$ cat config.mk
export PLATFORM = sky130hd
export DESIGN_NAME = regfile_wb_arbiter
export DESIGN_NICKNAME = d
export VERILOG_FILES = /design/src/rtl/regfile_wb_arbiter.sv
export SDC_FILE = /design/constraint.sdc
export NUM_CORES = 1
export LEC_CHECK = 0
export ABC_AREA = 1
export BUFFER_PORTS_ARGS = -buffer_cell sky130_fd_sc_hd__buf_2
export CAP_MARGIN = 25
export CELL_PAD_IN_SITES_DETAIL_PLACEMENT = 2
export CELL_PAD_IN_SITES_GLOBAL_PLACEMENT = 2
export CORE_UTILIZATION = 22
export CTS_BUF_LIST = sky130_fd_sc_hd__clkbuf_8 sky130_fd_sc_hd__clkbuf_16
export DETAILED_ROUTE_END_ITERATION = 7
export GPL_TIMING_DRIVEN = 0
export PLACE_DENSITY_LB_ADDON = 0.3
export SYNTH_ARGS = -nofsm -noshare
export SYNTH_HDL_FRONTEND = slang
export SYNTH_SLANG_ARGS = --single-unit
export TNS_END_PERCENT = 30
$ cat constraint.sdc
create_clock -name clk -period 2.1 [get_ports clk]
set_input_delay 0.42 -clock clk [delete_from_list [all_inputs] [get_ports clk]]
set_output_delay 0.42 -clock clk [all_outputs]
set_load 0.05 [all_outputs]
$ cat src/rtl/regfile_wb_arbiter.sv
// regfile_wb_arbiter
// Round-robin arbiter that funnels NREQ writeback requesters into a single
// registered register-file write port. The output stage holds one entry.
// Writes to address 0 are accepted and then silently dropped.
//
// Ports:
//   clk        - single clock; all state changes on the rising edge
//   clr_n      - asynchronous active-low reset
//   req_valid  - per-requester write request (NREQ bits)
//   req_addr   - per-requester address; requester i at [i*AW +: AW]
//   req_data   - per-requester data; requester i at [i*DW +: DW]
//   req_ready  - per-requester accept strobe (one-hot or zero)
//   rf_stall   - register-file write port busy this cycle
//   rf_we      - registered write enable
//   rf_waddr   - registered write address
//   rf_wdata   - registered write data
//   wr_count   - wrapping count of committed writes (nonzero addresses only)
module regfile_wb_arbiter #(
    parameter int NREQ = 3,
    parameter int DW   = 32,
    parameter int AW   = 5
) (
    input  logic                 clk,
    input  logic                 clr_n,
    input  logic [NREQ-1:0]      req_valid,
    input  logic [NREQ*AW-1:0]   req_addr,
    input  logic [NREQ*DW-1:0]   req_data,
    output logic [NREQ-1:0]      req_ready,
    input  logic                 rf_stall,
    output logic                 rf_we,
    output logic [AW-1:0]        rf_waddr,
    output logic [DW-1:0]        rf_wdata,
    output logic [15:0]          wr_count
);

    localparam int PW = $clog2(NREQ);

    logic          st_valid;
    logic          st_drop;
    logic [PW-1:0] ptr;
    logic [PW-1:0] grant_idx;
    logic [PW-1:0] next_ptr;
    logic          grant_any;
    logic          stage_free;
    logic          accept;
    logic          commit;
    logic [AW-1:0] sel_addr;
    logic [DW-1:0] sel_data;
    int            cand;

    // Scan requesters starting at the pointer, wrapping around; the first
    // valid one wins. Only req_valid and the pointer feed this search.
    always_comb begin
        grant_any = 1'b0;
        grant_idx = '0;
        cand      = 0;
        for (int j = 0; j < NREQ; j++) begin
            cand = (int'(ptr) + j) % NREQ;
            if (!grant_any && req_valid[cand]) begin
                grant_any = 1'b1;
                grant_idx = PW'(cand);
            end
        end
    end

    // The stage can take a new entry when empty or when its current entry
    // leaves this cycle. A dropped entry still occupies the stage, so a
    // stall also blocks grants behind it. Reset forces ready low.
    always_comb begin
        stage_free = !st_valid || !rf_stall;
        accept     = grant_any && stage_free && clr_n;
        commit     = st_valid && !st_drop && !rf_stall;
        req_ready  = accept ? (NREQ'(1) << grant_idx) : '0;
        sel_addr   = req_addr[int'(grant_idx)*AW +: AW];
        sel_data   = req_data[int'(grant_idx)*DW +: DW];
        next_ptr   = (grant_idx == PW'(NREQ-1)) ? '0 : grant_idx + PW'(1);
    end

    // Output stage, pointer and commit counter. An accept overwrites the
    // stage even while the previous entry commits, giving one write per
    // cycle; a free stage with no accept simply empties.
    always_ff @(posedge clk or negedge clr_n) begin
        if (!clr_n) begin
            st_valid <= 1'b0;
            st_drop  <= 1'b0;
            rf_we    <= 1'b0;
            rf_waddr <= '0;
            rf_wdata <= '0;
            ptr      <= '0;
            wr_count <= 16'd0;
        end else begin
            if (commit) begin
                wr_count <= wr_count + 16'd1;
            end
            if (accept) begin
                st_valid <= 1'b1;
                st_drop  <= (sel_addr == '0);
                rf_we    <= (sel_addr != '0);
                rf_waddr <= sel_addr;
                rf_wdata <= sel_data;
                ptr      <= next_ptr;
            end else if (stage_free) begin
                st_valid <= 1'b0;
                st_drop  <= 1'b0;
                rf_we    <= 1'b0;
            end
        end
    end

endmodule
Word-level counts from Yosys, hierarchy flattened
Cells that the tools add are included.

word-level totals
  flip-flop bits (word level) = 58

operators by class
  add/subtract/negate cells = 4
  multiply operators = 1
  div/mod/pow operators = 3
  magnitude comparators = 3
  eq/ne operators = 1
  shifts and indexed selects = 3
  muxes and demuxes = 21
  reduce and logical (&&, ||, !) cells = 15

operators by type and width
  operator               number
  $lt 32x4->1 const B    3
  $shiftx 96x8->32       1
  $mod 32x3->32 const B  2
  $mod 3x3->32 const B   1
  $add 16x1->16 const B  1
  $shiftx 15x6->5        1
  $mux 1                 13
  $mux 2                 4
  $bmux 1 s2             3
  $logic_and 1x1->1      6
  $logic_not 1->1        5
  $logic_not 5->1        1
  $mul 2x3->5 const B    1
  $reduce_bool 5->1      1
  $add 2x1->3 const B    1
  $add 2x2->3 const B    1
  $mux 3                 1
  $shl 1x2->3 const A    1
  $add 2x1->2 const B    1
  $eq 2x2->1 const B     1
  $reduce_bool 2->1      1
  $logic_or 1x1->1       1

Depth between registers and ports, before layout
  depth in word-level cells = 15
  gate-level depth with buffers = 16

Worst setup path after synthesis
OpenSTA, ideal clock, no wires.

  kind = register to output
  start point = register ptr[0]
  end point = output port req_ready[2]
  arrival time = 2.643 ns
  setup slack = -0.963 ns
  stages on the path, launching flop included = 11
  cells stage by stage = dfrtp_1 inv_1 ha_1 o21ai_0 nand2_2 nand2_1 inv_1 nand3_1 nand3_2 buf_2 nor3_1

on the way
  longest elaborated chain between the ends = 14
  elaborated cells on any way between the ends = 28
  classes of those cells = add/sub: 2; div: 3; shift: 1; mux: 16; reduce/logical: 6

RTL lines
  item                                                    RTL line  RTL
  start: declaration                                      40        logic [PW-1:0] ptr;
  start signal: assignment                                101       ptr <= next_ptr;
  branches (longest 13 deep; another with $mod 32x3->32)  --
  $mux 3 (*)                                              73        req_ready = accept ? (NREQ'(1) << grant_idx) : '0;
  end: declaration                                        28        output logic [NREQ-1:0] req_ready,

Mark *: on every way between the ends. The select of a mux whose other input is x is not followed.

Final worst setup path
Ends and elaborated chain as after synthesis.

==> flow_summary.ini <==
[floorplan]
die_w_um = 125
fp.coreArea_um2 = 14600
io_pins = 174
rows = 44
initial_core_util = 0.227
dieArea_um2 = 15500
die_height_um = 125

[yosys]
synthDistinctLibCells = 32
netlist_area_um2 = 3310
synth-main-ff-cell = dfrtp_1
yosysSeqAreaShare = 0.439
synth-async-reset-ratio = 1.00
synth_warnings = 0
ys_ff_latch = 58
synth_edf_count = 0
syn-instance-count = 376
synth_fp_nets = 498
avgSynthCellArea_um2 = 8.80

[drt]
post_drt_wl_per_cell_um = 19.0
viasPerCell = 4.70
drc = 0
postRouteAntennaNets = 0
drt_iter0_drc = 34
routed_wl_um = 14800
firstDrtPassIters = 4
vias = 3677

[pwr]
p_per_area_nw_per_um2 = 2290
ir_worst_vdd_uv = 693
leakage_uw = 0.00267
total_power_uw = 12500

[sta]
fmax_mhz = 377
relSlewSlack = 0.431
min_period_ns = 2.65
hold_violations = 0
tightest_slew_ns = 0.853
timing.hold.ws_ns = 0.189
grt_setup_unrepaired = yes
drv_slew = 0
min_period_over_period = 1.26
finalSetupViolations = 44
finClkSkew_ns = 0.00768
fin_ws_ns = -0.550

[flow_run]
maxCapViolCount = 0

[clock_tree]
clkSlewWorstSetupHoldPaths_ns = 0.06
cts_tree = yes
cts_root_buffer = clkbuf_16
clock_sinks = 58
insertion_delay_ns = 0.34
htree_levels = 3
ctsLongestPathBuffers = 2
postCtsHoldBufs = 0
numCtsBuffers = 9

[setup_path]
cp_max_fo = 7
r2r_start = ptr[0]$_DFFE_PN0P_
cp.arrival_ns = 2.23
reg2regPathDepth = 16
reg2reg_slack_ns = -0.26
worst_setup_path_end_kind = primary output
critical_path_class = flip-flop to primary output
crit_required_ns = 1.68
startpoint_type = flip-flop
reg2reg_to = rf_wdata[10]$_DFFE_PN0P_
crit_path_start = ptr[0]$_DFFE_PN0P_

[final_layout]
layout-drive-gt1-share = 0.550
syn2layout_area_growth_pct = 65.1
final_area_um2 = 5460
final_core_util = 0.375
fill_cells = 1638
nets = 715
n_antenna_cell = 0

[grt]
antenna_found_initial = 1
grt_max_degree = 60
grt_pass1_wl_um = 21800
overflow = 0
gr-usage-all-layers = 0.182
grt_pass1_vias = 4116

[place]
dp_slack_ns = -0.587
dpl_cell_area_um2 = 4460
dp_hpwl_um = 10100
gp_congestion = 0.759
port_buffers = 173

[run_status]
status = complete, but fails checks
violations = negative setup slack

[worst_hold_path]
hp-class = input port to async pin
worst max-delay path by stage:
stage          cells after the start      endpoint
2_1_floorplan                     10  req_ready[2]
3_3_place_gp                       5  req_ready[2]
3_5_place_dp                       5  req_ready[2]
4_1_cts                           12  req_ready[2]
5_1_grt                           12  req_ready[2]
6_report                          13  req_ready[2]
critical path, stage by stage, from the launching register on:
cell	delay [ns]
dfrtp_1	0.41
inv_2	0.08
ha_4	0.30
inv_6	0.09
nand2_2	0.05
nand3_2	0.07
nand2_4	0.08
nand2_2	0.08
inv_2	0.04
nand3_2	0.07
nand3_4	0.09
buf_12	0.19
nor3_4	0.16
buf_6	0.18
final cells by class:
| cell class | count | area, um^2 | area share |
|---|---|---|---|
| Sequential cell | 58 | 1450 | 0.266 |
| Timing Repair Buffer | 206 | 1200 | 0.219 |
| Clock inverter | 7 | 93.8 | 0.0172 |
| Tap cell | 184 | 230 | 0.0421 |
| Clock buffer | 9 | 225 | 0.0412 |
| Buffer | 18 | 218 | 0.0398 |
| Inverter | 20 | 92.6 | 0.0169 |
| Multi-Input combinational cell | 280 | 1960 | 0.358 |
what timing repair did:
| action | in CTS | in global routing |
|---|---|---|
| cloned | 0 | 2 |
| buffers inserted | 18 | 13 |
| gates resized for setup | 46 | 63 |
| pin swaps | 13 | 24 |
| setup endpoints to repair | 44 | 46 |
cell usage in the layout (no fill, tap or decap), types with 12 or more instances in the layout:
cell type	instances
a2bb2oi_1	12
a21oi_1	25
nand3_2	18
o21a_1	20
nand3_1	35
buf_4	30
dfrtp_1	57
buf_2	170
nand2_1	79
flip-flops by register name, summed over array words and instances (netlist names):
signal and cells:
ptr 2, rf_waddr 5, rf_wdata 32, rf_we 1, st_drop 1, st_valid 1, wr_count 16
synthesized netlist by cell type, types with 7 or more instances:
master	n	area (um^2)
nand3_2	7	70.1
dfrtp_1	58	1450
a21oi_1	29	145
xor2_1	7	61.3
xnor2_1	7	61.3
nand2_1	88	330
inv_1	15	56.3
o21a_1	20	150
nand3_1	51	255
a2bb2oi_1	12	105
a22oi_2	10	125
nor2_1	11	41.3
buf_2	8	40.0
cells by family after synthesis:
kind of cell             Yosys count  synth area share
flip-flops                        58             0.439
XOR/XNOR                          14            0.0371
AO/OA/AOI/OAI                     85             0.191
adder cells (fa/ha/maj)            5            0.0189
AND/OR/NAND/NOR                  176             0.251
buffers and inverters             38            0.0639
through the flow:
step	setup TNS, ns	std cells
6_report	-9.92	782
5_1_grt	-15.14	782
4_1_cts	-7.01	767
3_5_place_dp	-14.43	733
3_3_place_gp	-36.40	733
2_1_floorplan	-0.381	376
power by group:
part | internal (uW) | switching, uW
clock | 1040 | 580
sequential | 1600 | 300
combinational | 3400 | 5580
total | 6030 | 6460
layer usage:
| metal | share of wire | wire length (um) | GRT usage |
|---|---|---|---|
| met4 | 0.022 | 322 | 0.0418 |
| met2 | 0.51 | 7630 | 0.333 |
| met1 | 0.38 | 5690 | 0.191 |
| met3 | 0.080 | 1190 | 0.0765 |
| met5 | 0 | 0 | 0 |
(Power assumes the default switching activity.)
